## src/rtl/mem_stage_ctrl.sv

```systemverilog
// rtl/mem_stage_ctrl.sv - memory-stage load/store controller with req/ack data bus
//
// Purpose: converts M-stage load/store control into a single req/ack bus
// transaction, stalls the pipeline until it completes (or times out), steers
// byte/halfword lanes for stores and extracts/extends lanes for loads.
//
// Optional feature macro: MISALIGN_TRAP_EN
//   defined   - misaligned half/word accesses skip the bus and raise BusErrM
//   undefined - illegal low address bits are forced to zero, access proceeds
//
// Ports:
//   clk, rst                     clock, synchronous active-high reset
//   MemReadM, MemWriteM          M-stage load / store (both high = store)
//   MemSizeM, MemSignedM         access size (00 b, 01 h, 1x w), load sign
//   ALUOutM, WriteDataM          byte address, right-justified store data
//   ReadDataM                    extended load data, valid in DONE
//   StallM                       pipeline freeze
//   BusErrM                      one-cycle error pulse
//   mem_req/we/addr/be/wdata     registered bus request
//   mem_rdata, mem_ack           bus response

module mem_stage_ctrl #(
    parameter int unsigned ACK_TIMEOUT = 255,
    parameter int unsigned CNT_W       = 16
) (
    input  logic        clk,
    input  logic        rst,
    input  logic        MemReadM,
    input  logic        MemWriteM,
    input  logic [1:0]  MemSizeM,
    input  logic        MemSignedM,
    input  logic [31:0] ALUOutM,
    input  logic [31:0] WriteDataM,
    output logic [31:0] ReadDataM,
    output logic        StallM,
    output logic        BusErrM,
    output logic        mem_req,
    output logic        mem_we,
    output logic [31:0] mem_addr,
    output logic [3:0]  mem_be,
    output logic [31:0] mem_wdata,
    input  logic [31:0] mem_rdata,
    input  logic        mem_ack
);

    typedef enum logic [1:0] {S_IDLE, S_REQ, S_DONE} state_t;

    localparam logic [CNT_W-1:0] CNT_LAST = CNT_W'(ACK_TIMEOUT - 1);

    state_t            state_q, state_d;
    logic              req_q, req_d;
    logic              we_q, we_d;
    logic [31:0]       addr_q, addr_d;
    logic [3:0]        be_q, be_d;
    logic [31:0]       wdata_q, wdata_d;
    logic [31:0]       rdata_q, rdata_d;
    logic [CNT_W-1:0]  cnt_q, cnt_d;
    logic              err_q, err_d;
    logic [1:0]        size_q, size_d;
    logic              signed_q, signed_d;
    logic [1:0]        lo_q, lo_d;

    logic              access;
    logic              trap;
    logic [1:0]        lo_eff;
    logic [3:0]        be_new;
    logic [31:0]       wdata_new;

    assign access = MemReadM | MemWriteM;

`ifdef MISALIGN_TRAP_EN
    assign trap = ((MemSizeM == 2'b01) && ALUOutM[0]) ||
                  (MemSizeM[1] && (ALUOutM[1:0] != 2'b00));
`else
    assign trap = 1'b0;
`endif

    // Low address bits after dropping those that are illegal for the size.
    always_comb begin
        lo_eff = 2'b00;
        case (MemSizeM)
            2'b00:   lo_eff = ALUOutM[1:0];
            2'b01:   lo_eff = {ALUOutM[1], 1'b0};
            default: lo_eff = 2'b00;
        endcase
    end

    always_comb begin
        be_new    = 4'b1111;
        wdata_new = WriteDataM;
        case (MemSizeM)
            2'b00: begin
                be_new    = 4'b0001 << lo_eff;
                wdata_new = {4{WriteDataM[7:0]}};
            end
            2'b01: begin
                be_new    = lo_eff[1] ? 4'b1100 : 4'b0011;
                wdata_new = {2{WriteDataM[15:0]}};
            end
            default: begin
                be_new    = 4'b1111;
                wdata_new = WriteDataM;
            end
        endcase
    end

    function automatic logic [31:0] load_extend(input logic [31:0] w, input logic [1:0] sz,
                                                input logic sg, input logic [1:0] lo);
        logic [7:0]  b;
        logic [15:0] h;
        b = w[{lo, 3'b000} +: 8];
        h = lo[1] ? w[31:16] : w[15:0];
        case (sz)
            2'b00:   return {{24{sg & b[7]}}, b};
            2'b01:   return {{16{sg & h[15]}}, h};
            default: return w;
        endcase
    endfunction

    always_comb begin
        state_d  = state_q;
        req_d    = req_q;
        we_d     = we_q;
        addr_d   = addr_q;
        be_d     = be_q;
        wdata_d  = wdata_q;
        rdata_d  = rdata_q;
        cnt_d    = cnt_q;
        err_d    = 1'b0;
        size_d   = size_q;
        signed_d = signed_q;
        lo_d     = lo_q;
        case (state_q)
            S_IDLE: begin
                if (access && trap) begin
                    state_d = S_DONE;
                    err_d   = 1'b1;
                    rdata_d = 32'h0;
                end else if (access) begin
                    state_d  = S_REQ;
                    req_d    = 1'b1;
                    we_d     = MemWriteM;
                    addr_d   = {ALUOutM[31:2], 2'b00};
                    be_d     = be_new;
                    wdata_d  = wdata_new;
                    cnt_d    = '0;
                    size_d   = MemSizeM;
                    signed_d = MemSignedM;
                    lo_d     = lo_eff;
                end
            end
            S_REQ: begin
                cnt_d = cnt_q + 1'b1;
                // Ack is checked first so a same-cycle ack beats the timeout.
                if (mem_ack) begin
                    state_d = S_DONE;
                    req_d   = 1'b0;
                    rdata_d = load_extend(mem_rdata, size_q, signed_q, lo_q);
                end else if (cnt_q == CNT_LAST) begin
                    state_d = S_DONE;
                    req_d   = 1'b0;
                    err_d   = 1'b1;
                    rdata_d = 32'h0;
                end
            end
            // The instruction is still visible in M here; never restart.
            S_DONE:  state_d = S_IDLE;
            default: state_d = S_IDLE;
        endcase
    end

    always_ff @(posedge clk) begin
        if (rst) begin
            state_q <= S_IDLE;
        end else begin
            state_q <= state_d;
        end
    end

    always_ff @(posedge clk) begin
        if (rst) begin
            req_q    <= 1'b0;
            we_q     <= 1'b0;
            addr_q   <= 32'h0;
            be_q     <= 4'h0;
            wdata_q  <= 32'h0;
            rdata_q  <= 32'h0;
            cnt_q    <= '0;
            err_q    <= 1'b0;
            size_q   <= 2'b00;
            signed_q <= 1'b0;
            lo_q     <= 2'b00;
        end else begin
            req_q    <= req_d;
            we_q     <= we_d;
            addr_q   <= addr_d;
            be_q     <= be_d;
            wdata_q  <= wdata_d;
            rdata_q  <= rdata_d;
            cnt_q    <= cnt_d;
            err_q    <= err_d;
            size_q   <= size_d;
            signed_q <= signed_d;
            lo_q     <= lo_d;
        end
    end

    assign StallM    = !rst && ((state_q == S_IDLE) ? access : (state_q == S_REQ));
    assign ReadDataM = (!rst && (state_q == S_DONE)) ? rdata_q : 32'h0;
    assign BusErrM   = err_q;
    assign mem_req   = req_q;
    assign mem_we    = we_q;
    assign mem_addr  = addr_q;
    assign mem_be    = be_q;
    assign mem_wdata = wdata_q;

endmodule

```

## config.mk

```make
export PLATFORM = sky130hd
export DESIGN_NAME = mem_stage_ctrl
export DESIGN_NICKNAME = d
export VERILOG_FILES = /design/src/rtl/mem_stage_ctrl.sv
export SDC_FILE = /design/constraint.sdc
export NUM_CORES = 1
export LEC_CHECK = 0
export ABC_AREA = 1
export CELL_PAD_IN_SITES_DETAIL_PLACEMENT = 1
export CELL_PAD_IN_SITES_GLOBAL_PLACEMENT = 1
export CORE_MARGIN = 1.5
export CORE_UTILIZATION = 47
export CTS_CLUSTER_DIAMETER = 100
export CTS_CLUSTER_SIZE = 20
export DETAILED_ROUTE_END_ITERATION = 12
export DONT_BUFFER_PORTS = 1
export HOLD_SLACK_MARGIN = 0.1
export MAX_ROUTING_LAYER = met4
export PLACE_DENSITY_LB_ADDON = 0.1
export SETUP_SLACK_MARGIN = 0.4
export SLEW_MARGIN = 20
export SYNTH_ARGS = -nofsm -noshare
export SYNTH_HDL_FRONTEND = slang
export SYNTH_SLANG_ARGS = --single-unit
```

## constraint.sdc

```tcl
create_clock -name clk -period 3.95 [get_ports clk]
set_clock_uncertainty 0.2 [all_clocks]
set_input_delay 0.79 -clock clk [delete_from_list [all_inputs] [get_ports clk]]
set_output_delay 0.79 -clock clk [all_outputs]
set_load 0.03 [all_outputs]
```

==> impl_results.md <==
- Width of the die: approximately 120 µm
- Gpl congestion: ~0.86
- Min cycle time layout: approximately 3100 ps
- Worst path top cell family by delay: simple AND/OR/NAND/NOR gates
- Least-Margin Pin Slew: roughly 1000 ps
- Largest net degree at the start of global routing: slightly below 90
- FMAX: about 0.32 GHz
- DRC Markers: 0
- Clock root cell: clkbuf_16
- WL final: roughly 19 mm
- GRT Overall Usage: 0.289
- Hold_buf cts: 0
- Mapped cell area: approximately 6000 µm²
- Max FO, Critical Path: 11
- PostCTS Resize Cnt: 0
- Pwr dens: 522 nW/µm²
- Reg2reg path depth: 6
- Required time of the critical path: 2960 ps
- Util after Layout: 0.546
- Buffers and inverters on the worst path: 3
- RSZ-0062 raised after global routing: false
- Worst min path class: input port to register
- Rows: between 40 and 50
- DRC marker count from the first detailed-route iteration: around 270
- Sequential-to-total area share from yosys stat: 0.410
- Hold Path Depth: 1
- Initial Util: 0.481
- Post-CTS Setup Bufs: 0
- Fin crit share: 0.782
- First-pass GRT wire length: 29.3 mm
- TritonCTS clock tree: built
- #FFs+latches synth: ~120
- Worst vdd ir: 0.000274 V
- H-tree Lvls: 4
- Reg2Reg Setup Slack: about 1400 ps
- Height of the chip: between 100 and 150 µm
- Die area: approximately 14000 µm²
- Final Cell Area: between 6000 and 7000 µm²
- Hold Vio Cnt, Final: 0
- Yosys warning count: 0
- Leading cell types in the layout, fill and taps excluded: 192 x nand2_1, 143 x nor2_1, 124 x dfxtp_1, 85 x inv_1, 69 x a21oi_1
- Top_reg_cell synth: dfxtp_1
- Drt first pass iters: 5
- Maximum capacitance violations: 0
- Critical path arrival: ~2100 ps
- Number of synthesized flops with an enable pin: 0
- Synth unique cells: 34
- Status: finished clean
- Core region area: roughly 13000 µm²
- Area post-placement: roughly 6300 µm²
- Crit-path cells: inv_1 > nand2_1 > nand2_1 > inv_1 > nor2_1 > buf_4
- Slew Viols, Final: 0
- Clk slew on worst S/H paths: 50 ps
- IO buf count: 0
- Max Root-Sink Buffers: 2
- WL/cell: between 15 and 20 µm
- Via count: between 5000 and 6000
- # diodes: 0
- Clk sinks: between 100 and 150
- Startpoint Class: register
- Worst r2r src: state_q[0]
- Rel. slew slack: 0.313
- Avg Cell Area, Syn: between 6 and 7 µm²
- Worst Hold Path EP: mem_wdata[4]
- Leakage power: between 2 and 3 nW
- Post-layout nets: about 1000
- CTS Buf Count: 17
- Final Power: approximately 3.6 mW
- Final ANT Viol Nets: 0
- Vias in the first global route: just under 6000
- Antenna violations before repair: 0
- Fraction of registers with async set/reset: 0
- Global route overflow: 0
- Post-DP HPWL: 13.0 mm
- Commonest non-fill, non-tap cell in the layout: nand2_1
- Synthesized instance count: 881
- CP Capture Type: output port
- Total I/O pin count: 208
- WS Path Type: register to output port
- CP max stage delay: between 300 and 400 ps
- Final setup violation count: 0
- Setup_tns: 0 ps
- Worst skew pair latency: approximately 420 ps
- Routed vias/inst: ~5.4
- Hold Startpoint: rst
- Reg2Reg Capture Point: mem_wdata[13]
- Setup slack after layout: approximately 860 ps
- Fraction of layout cells with a size suffix above 1: 0.147
- Area Overhead vs Synth: 13.3%
- Slowest-stage cell, CP: nand2_1
- Worst slack at placement: 902 ps
==> layer usage <==
metal	share of wire	GRT usage	up-vias	routed length, µm
met4	0.022	0.112	0	414
met3	0.078	0.0794	33	1460
met1	0.41	0.332	2761	7650
met2	0.49	0.479	189	9220
met5	0	-	-	0
li1	-	-	2804	-
==> cells in the mapped netlist, drive strengths merged, types with 2 or more instances <==
cell type,n,area share
a211oi,4,0.0050
a21oi,69,0.057
a22oi,2,0.0025
a31oi,8,0.0083
buf,33,0.034
clkbuf,20,0.013
dfxtp,124,0.41
ha,2,0.0041
inv,91,0.056
nand2,200,0.13
nand3,78,0.090
nor2,147,0.094
nor3,3,0.0025
o211ai,7,0.0087
o21a,2,0.0025
o21ai,55,0.045
o22ai,10,0.010
or2,21,0.022
==> through the flow <==
| step | hold WS [ps] | instances |
|---|---|---|
| floorplan | 237 | 882 |
| global placement | 246 | 1037 |
| detailed placement | 255 | 1037 |
| CTS | 226 | 1067 |
| global route | 223 | 1067 |
| finish | 239 | 1067 |
==> area by class of cell <==
cell class              count  area (µm²)
repair buffers             36         270
clock buffers              24         492
clock inverters             6         110
well taps                 172         215
fillers                  1635        5710
multi-input cells         613        2940
inverters                  92         345
flip-flops and latches    124        2480
==> worst reg2reg max path, delay by kind of cell, from the launching register on <==
family / cells / cell delay, ps
simple gates: 2 / 170
buf+inv: 2 / 1230
compound gates: 2 / 460
flops: 1 / 350
==> kinds of logic after synthesis <==
family | after synthesis | share of synthesized area
flip-flops | 124 | 0.410
AND/OR/NAND/NOR | 451 | 0.340
other | 1 | 0.000620
AO/OA/AOI/OAI | 158 | 0.141
buffers and inverters | 145 | 0.104
adder cells (fa/ha/maj) | 2 | 0.00413
==> where the power goes <==
part	total, mW	leakage, nW	internal (mW)	switching [mW]
Combinational	0.401	1.58	0.124	0.277
Clock	1.60	0.288	1.05	0.553
Sequential	1.57	1.02	1.35	0.224
==> worst max-delay path by stage <==
| stage | from | endpoint | slack (ps) | cells after the start |
|---|---|---|---|---|
| 2_1_floorplan | rst | ReadDataM[10] | 1290 | 4 |
| 3_3_place_gp | MemReadM | cnt_q[6] | 1020 | 8 |
| 3_5_place_dp | MemReadM | cnt_q[6] | 900 | 8 |
| 4_1_cts | state_q[1] | StallM | 880 | 6 |
| 5_1_grt | state_q[1] | StallM | 780 | 6 |
| 6_report | state_q[1] | StallM | 860 | 6 |
==> registers in the layout (all words and copies together) (netlist names) <==
signal     count
mem_addr      30
mem_be         4
mem_req        1
lo_q           2
size_q         2
rdata_q       32
state_q        2
cnt_q         16
mem_wdata     32
mem_we         1
signed_q       1
BusErrM        1
(Power assumes the default switching activity.)
